==> src/rtl/tdm_shift_out.sv <==
// Parallel-in/serial-out I2S/TDM transmitter with a one-deep frame holding buffer.
// Generates sclk, lr_clk and sd from clk; all outputs are registered.
module tdm_shift_out #(
    parameter int DATA_W    = 24,
    parameter int SLOT_W    = 32,
    parameter int NUM_CH    = 2,
    parameter int CLK_DIV   = 4,
    parameter int MSB_DELAY = 1
) (
    input  logic                     clk,
    input  logic                     rst,
    input  logic                     en,
    input  logic                     in_valid,
    output logic                     in_ready,
    input  logic [NUM_CH*DATA_W-1:0] in_data,
    output logic                     sclk,
    output logic                     lr_clk,
    output logic                     sd,
    output logic                     frame_start,
    output logic                     underrun
);

    localparam int FRAME_BITS = SLOT_W * NUM_CH;
    localparam int DIV_W      = $clog2(CLK_DIV);
    localparam int BIT_W      = $clog2(FRAME_BITS);
    localparam int FRM_W      = NUM_CH * DATA_W;
    localparam int IDX_W      = $clog2(FRM_W);

    logic [DIV_W-1:0] div_cnt_q, div_cnt_d;
    logic [BIT_W-1:0] bit_cnt_q, bit_cnt_d;
    logic             hold_full_q, hold_full_d;
    logic             in_ready_q, in_ready_d;
    logic [FRM_W-1:0] hold_q, hold_d;
    logic [FRM_W-1:0] frame_q, frame_d;
    logic             sclk_q, sclk_d;
    logic             lr_clk_q, lr_clk_d;
    logic             sd_q, sd_d;
    logic             frame_start_q, frame_start_d;
    logic             underrun_q, underrun_d;

    logic             accept;
    logic             load;
    logic [FRM_W-1:0] cur_frame;
    int               slot_i;
    int               k_i;

    always_comb begin
        accept    = in_valid & in_ready_q;
        load      = en & (div_cnt_q == '0) & (bit_cnt_q == '0);
        // The frame register is loaded at bit 0, but bit 0 must already be
        // presented from the incoming frame, so the load value bypasses it.
        cur_frame = load ? (hold_full_q ? hold_q : '0) : frame_q;
        slot_i    = int'(bit_cnt_q) / SLOT_W;
        k_i       = int'(bit_cnt_q) % SLOT_W - MSB_DELAY;

        hold_d        = accept ? in_data : hold_q;
        hold_full_d   = load ? accept : (hold_full_q | accept);
        in_ready_d    = ~hold_full_q & ~accept;
        frame_d       = cur_frame;

        div_cnt_d     = '0;
        bit_cnt_d     = '0;
        sclk_d        = 1'b0;
        lr_clk_d      = 1'b0;
        sd_d          = 1'b0;
        frame_start_d = 1'b0;
        underrun_d    = 1'b0;

        if (en) begin
            if (div_cnt_q == DIV_W'(CLK_DIV - 1)) begin
                div_cnt_d = '0;
                bit_cnt_d = (bit_cnt_q == BIT_W'(FRAME_BITS - 1)) ? '0 : bit_cnt_q + BIT_W'(1);
            end else begin
                div_cnt_d = div_cnt_q + DIV_W'(1);
                bit_cnt_d = bit_cnt_q;
            end
            sclk_d        = (div_cnt_q >= DIV_W'(CLK_DIV / 2));
            lr_clk_d      = (slot_i >= NUM_CH / 2);
            if (k_i >= 0 && k_i < DATA_W) begin
                sd_d = cur_frame[IDX_W'(slot_i * DATA_W + DATA_W - 1 - k_i)];
            end
            frame_start_d = load;
            underrun_d    = load & ~hold_full_q;
        end
    end

    always_ff @(posedge clk) begin
        if (rst) begin
            div_cnt_q     <= '0;
            bit_cnt_q     <= '0;
            hold_full_q   <= 1'b0;
            in_ready_q    <= 1'b1;
            sclk_q        <= 1'b0;
            lr_clk_q      <= 1'b0;
            sd_q          <= 1'b0;
            frame_start_q <= 1'b0;
            underrun_q    <= 1'b0;
        end else begin
            div_cnt_q     <= div_cnt_d;
            bit_cnt_q     <= bit_cnt_d;
            hold_full_q   <= hold_full_d;
            in_ready_q    <= in_ready_d;
            sclk_q        <= sclk_d;
            lr_clk_q      <= lr_clk_d;
            sd_q          <= sd_d;
            frame_start_q <= frame_start_d;
            underrun_q    <= underrun_d;
        end
    end

    // Sample storage carries no reset; hold_full_q qualifies its contents.
    always_ff @(posedge clk) begin
        hold_q  <= hold_d;
        frame_q <= frame_d;
    end

    assign in_ready    = in_ready_q;
    assign sclk        = sclk_q;
    assign lr_clk      = lr_clk_q;
    assign sd          = sd_q;
    assign frame_start = frame_start_q;
    assign underrun    = underrun_q;

endmodule
==> config.mk <==
export PLATFORM = sky130hd
export DESIGN_NAME = tdm_shift_out
export DESIGN_NICKNAME = d
export VERILOG_FILES = /design/src/rtl/tdm_shift_out.sv
export SDC_FILE = /design/constraint.sdc
export NUM_CORES = 1
export LEC_CHECK = 0
export ABC_AREA = 0
export BUFFER_PORTS_ARGS = -buffer_cell sky130_fd_sc_hd__clkbuf_2
export CAP_MARGIN = 20
export CORE_ASPECT_RATIO = 0.5
export CORE_MARGIN = 3
export CORE_UTILIZATION = 57
export CTS_CLUSTER_SIZE = 10
export DETAILED_ROUTE_END_ITERATION = 6
export PLACE_DENSITY = 0.79
export SETUP_SLACK_MARGIN = 0.15
export SYNTH_ARGS = -nofsm -noshare
export SYNTH_HDL_FRONTEND = slang
export SYNTH_SLANG_ARGS = --single-unit
==> constraint.sdc <==
create_clock -name clk -period 3.5 [get_ports clk]
set_clock_uncertainty 0.2 [all_clocks]
set_input_delay 1.05 -clock clk [delete_from_list [all_inputs] [get_ports clk]]
set_output_delay 1.05 -clock clk [all_outputs]
set_load 0.02 [all_outputs]
==> run metrics <==
status=complete, no violations; Initial Util=61.40%; drt drc=0; area share of the largest cell type after synthesis=30.68%; HP Start=frame_q[19]$_DFF_P_; final WL=between 8 and 9 mm; Hold Path Depth=2; sequential fraction of the synthesis area=between 50 and 60%; post_cts resized=0; Synth area leader=edfxtp_1; Pwr per Cell Area=~500 nW/um^2; DIE WIDTH=approximately 130 um; max frequency=around 330 MHz; mean area per synthesized cell=between 10 and 15 um^2; die area=9434 um^2; area delta synth->final=14.01%; Tcrit/Tclk final=87.06%; RR Endpoint=sd$_SDFF_PP0_; setup_tns=0 ns; Antenna Nets Post-Route=0; Synth Instances=around 420; die span in y=~70 um; Detail Route met3 WL=748 um; CTS Buffer Depth=2; diode count=0; Worst-path clk slew=0.07 ns; worst hold-check path type=flop to flop; final worst path period need=around 3 ns; Worst slew margin=~54%; worst r2r path cells=9; max-cap violations=0; Main synth FF type=dfxtp_1; pin count of the biggest net entering global routing=29; final slew viol count=0; met1 WL=~4.2 mm; Critical Path, Cell by Cell=inv_1, ha_1, or3b_1, nor2_4, mux4_2, nand2_1, o211ai_1, a32oi_1, o221ai_2; Worst Path Max Fanout=16; R2R Setup Slk=around 0.45 ns; IO buf count=57; RSZ-0062 raised after global routing=no; CTS tree=built; vias per cell=roughly 5.4; end of the worst hold path=frame_q[19]$_DFF_P_; WHS=approximately 0.25 ns; slowest CP cell=mux4_2; met2 WL=3.863 mm; Finished Core Util=between 60% and 70%; Clock Latency Late Sink=about 0.35 ns; vias in the first global route=around 3000; Final Hold Fails=0; Core Area=between 7000 and 8000 um^2; Initial DRC Count=251; Post-synth EDFFs=48; Worst Path Required=around 3.5 ns; first-pass GRT wire length=roughly 15 mm; Leak=roughly 2.1 nW; # setup viols final=0; total CTS buffers=9; hold bufs inserted after CTS=0; top post-synthesis cells by area=edfxtp_1 31%, dfxtp_1 27%, nand2_1 6.0%; CTS Sinks=around 110; IO Pins=58; initial antenna violation count=0; FF-to-FF Start=bit_cnt_q[1]$_SDFFE_PP0P_; DP HPWL=around 6.4 mm; highest routed layer=met4; Overflow after GRT=0; Post-Syn Area=4698 um^2; total number of vias=about 3200; CP max stage delay=0.56 ns; Tot GR Track Use=approximately 20%; CP arrival=around 3.1 ns; CP startpoint kind=flop; classification of the worst setup path=flop to flop; drt first pass iters=5; actual slew at the worst max-slew pin=approximately 0.69 ns; Syn Nets=between 400 and 500; Yosys reg bits=approximately 110; CP Capture Type=flop; Ys Warns=0; Root Buffer=clkbuf_16; Final nets=~540; distinct cell type count after synthesis=slightly above 60; post-synthesis async set-or-reset flop share=0%; Worst VDD drop=299.1 uV; post-CTS setup buffer count=0; WL/cell=15.05 um; H-tree levels=3; gpl congestion=0.8525; layout cells sized above 1=roughly a quarter; row count=22; CP Launch Point=bit_cnt_q[1]$_SDFFE_PP0P_
## registers in the layout, indices dropped and copies added, names as in the netlist, 2 cells and up
register / cells
hold_q: 48
frame_q: 48
div_cnt_q: 2
bit_cnt_q: 6
## per-layer routing
metal  track usage [%]  up-vias
li1                  -     1602
met1             27.72     1484
met3             8.489       12
met2             28.53       87
met5                 0        -
met4             6.659        0
## logic make-up after synthesis
logic type | count (synthesis) | share of synthesized area (%)
xor+xnor | 10 | 2.024
compound gates | 79 | 10.89
mux | 18 | 6.551
simple gates | 145 | 15.15
fa+ha+maj | 8 | 2.131
flops | 111 | 57.52
buf+inv | 51 | 5.726
## power breakdown
group / internal, W / switching (W)
clock network: 0.000556 / 0.000434
registers: 0.00145 / 0.0000323
logic: 0.0000926 / 0.000127
## worst max-delay path: cells and delay by family, from the launching register on
| family | cells | cell delay (ns) |
|---|---|---|
| AO/OA/AOI/OAI | 3 | 0.51 |
| adder cells (fa/ha/maj) | 1 | 0.26 |
| buffers and inverters | 1 | 0.06 |
| flip-flops | 1 | 0.34 |
| multiplexers | 1 | 0.56 |
| AND/OR/NAND/NOR | 3 | 0.99 |
## cell usage after synthesis (all sizes together) (6+ instances only)
cell type  count
nor2          17
edfxtp        48
nor3          11
mux4           9
a21oi         11
nand4          7
o21ai         41
buf           15
mux2           6
nand3         10
and2           6
ha             8
dfxtp         63
clkbuf        12
nand2         77
inv           24
## layout by cell type (no fill, tap or decap), drive strengths merged, types with 3 or more instances in the layout
| master | count |
|---|---|
| nand2 | 77 |
| clkbuf | 68 |
| dfxtp | 63 |
| edfxtp | 48 |
| o21ai | 41 |
| inv | 25 |
| nor2 | 17 |
| buf | 15 |
| nor3 | 11 |
| a21oi | 11 |
| nand3 | 10 |
| mux4 | 9 |
| ha | 8 |
| nand4 | 7 |
| and2 | 6 |
| mux2 | 6 |
| xnor2 | 5 |
| xor2 | 5 |
| nand2b | 4 |
| o211ai | 4 |
| a32oi | 4 |
| mux2i | 3 |
| clkinv | 3 |
## area by class of cell
class | instances | area (um^2)
Tap cell | 108 | 135.1
Sequential cell | 111 | 2703
Inverter | 24 | 90.09
Clock buffer | 11 | 232.7
Timing Repair Buffer | 72 | 410.4
Multi-Input combinational cell | 260 | 1728
Fill cell | 594 | 2296
Clock inverter | 5 | 57.56
## metrics by stage
step,cell area [um^2],std cells,power [W],setup WS [ns]
2_1_floorplan,4698,422,0.001653,0.4179
3_3_place_gp,5066,575,0.001718,0.3006
3_5_place_dp,5066,575,0.001726,0.2260
4_1_cts,5356,591,0.002713,0.4236
5_1_grt,5356,591,0.002800,0.2625
6_report,5356,591,0.002688,0.4530
## worst max path at each step
stage | to | slack [ns]
6_report | sd$_SDFF_PP0_ | 0.45
2_1_floorplan | sd$_SDFF_PP0_ | 0.42
3_5_place_dp | sd$_SDFF_PP0_ | 0.23
5_1_grt | sd$_SDFF_PP0_ | 0.26
3_3_place_gp | sd$_SDFF_PP0_ | 0.30
4_1_cts | sd$_SDFF_PP0_ | 0.42
No activity file was read; power rests on OpenSTA's default activity.
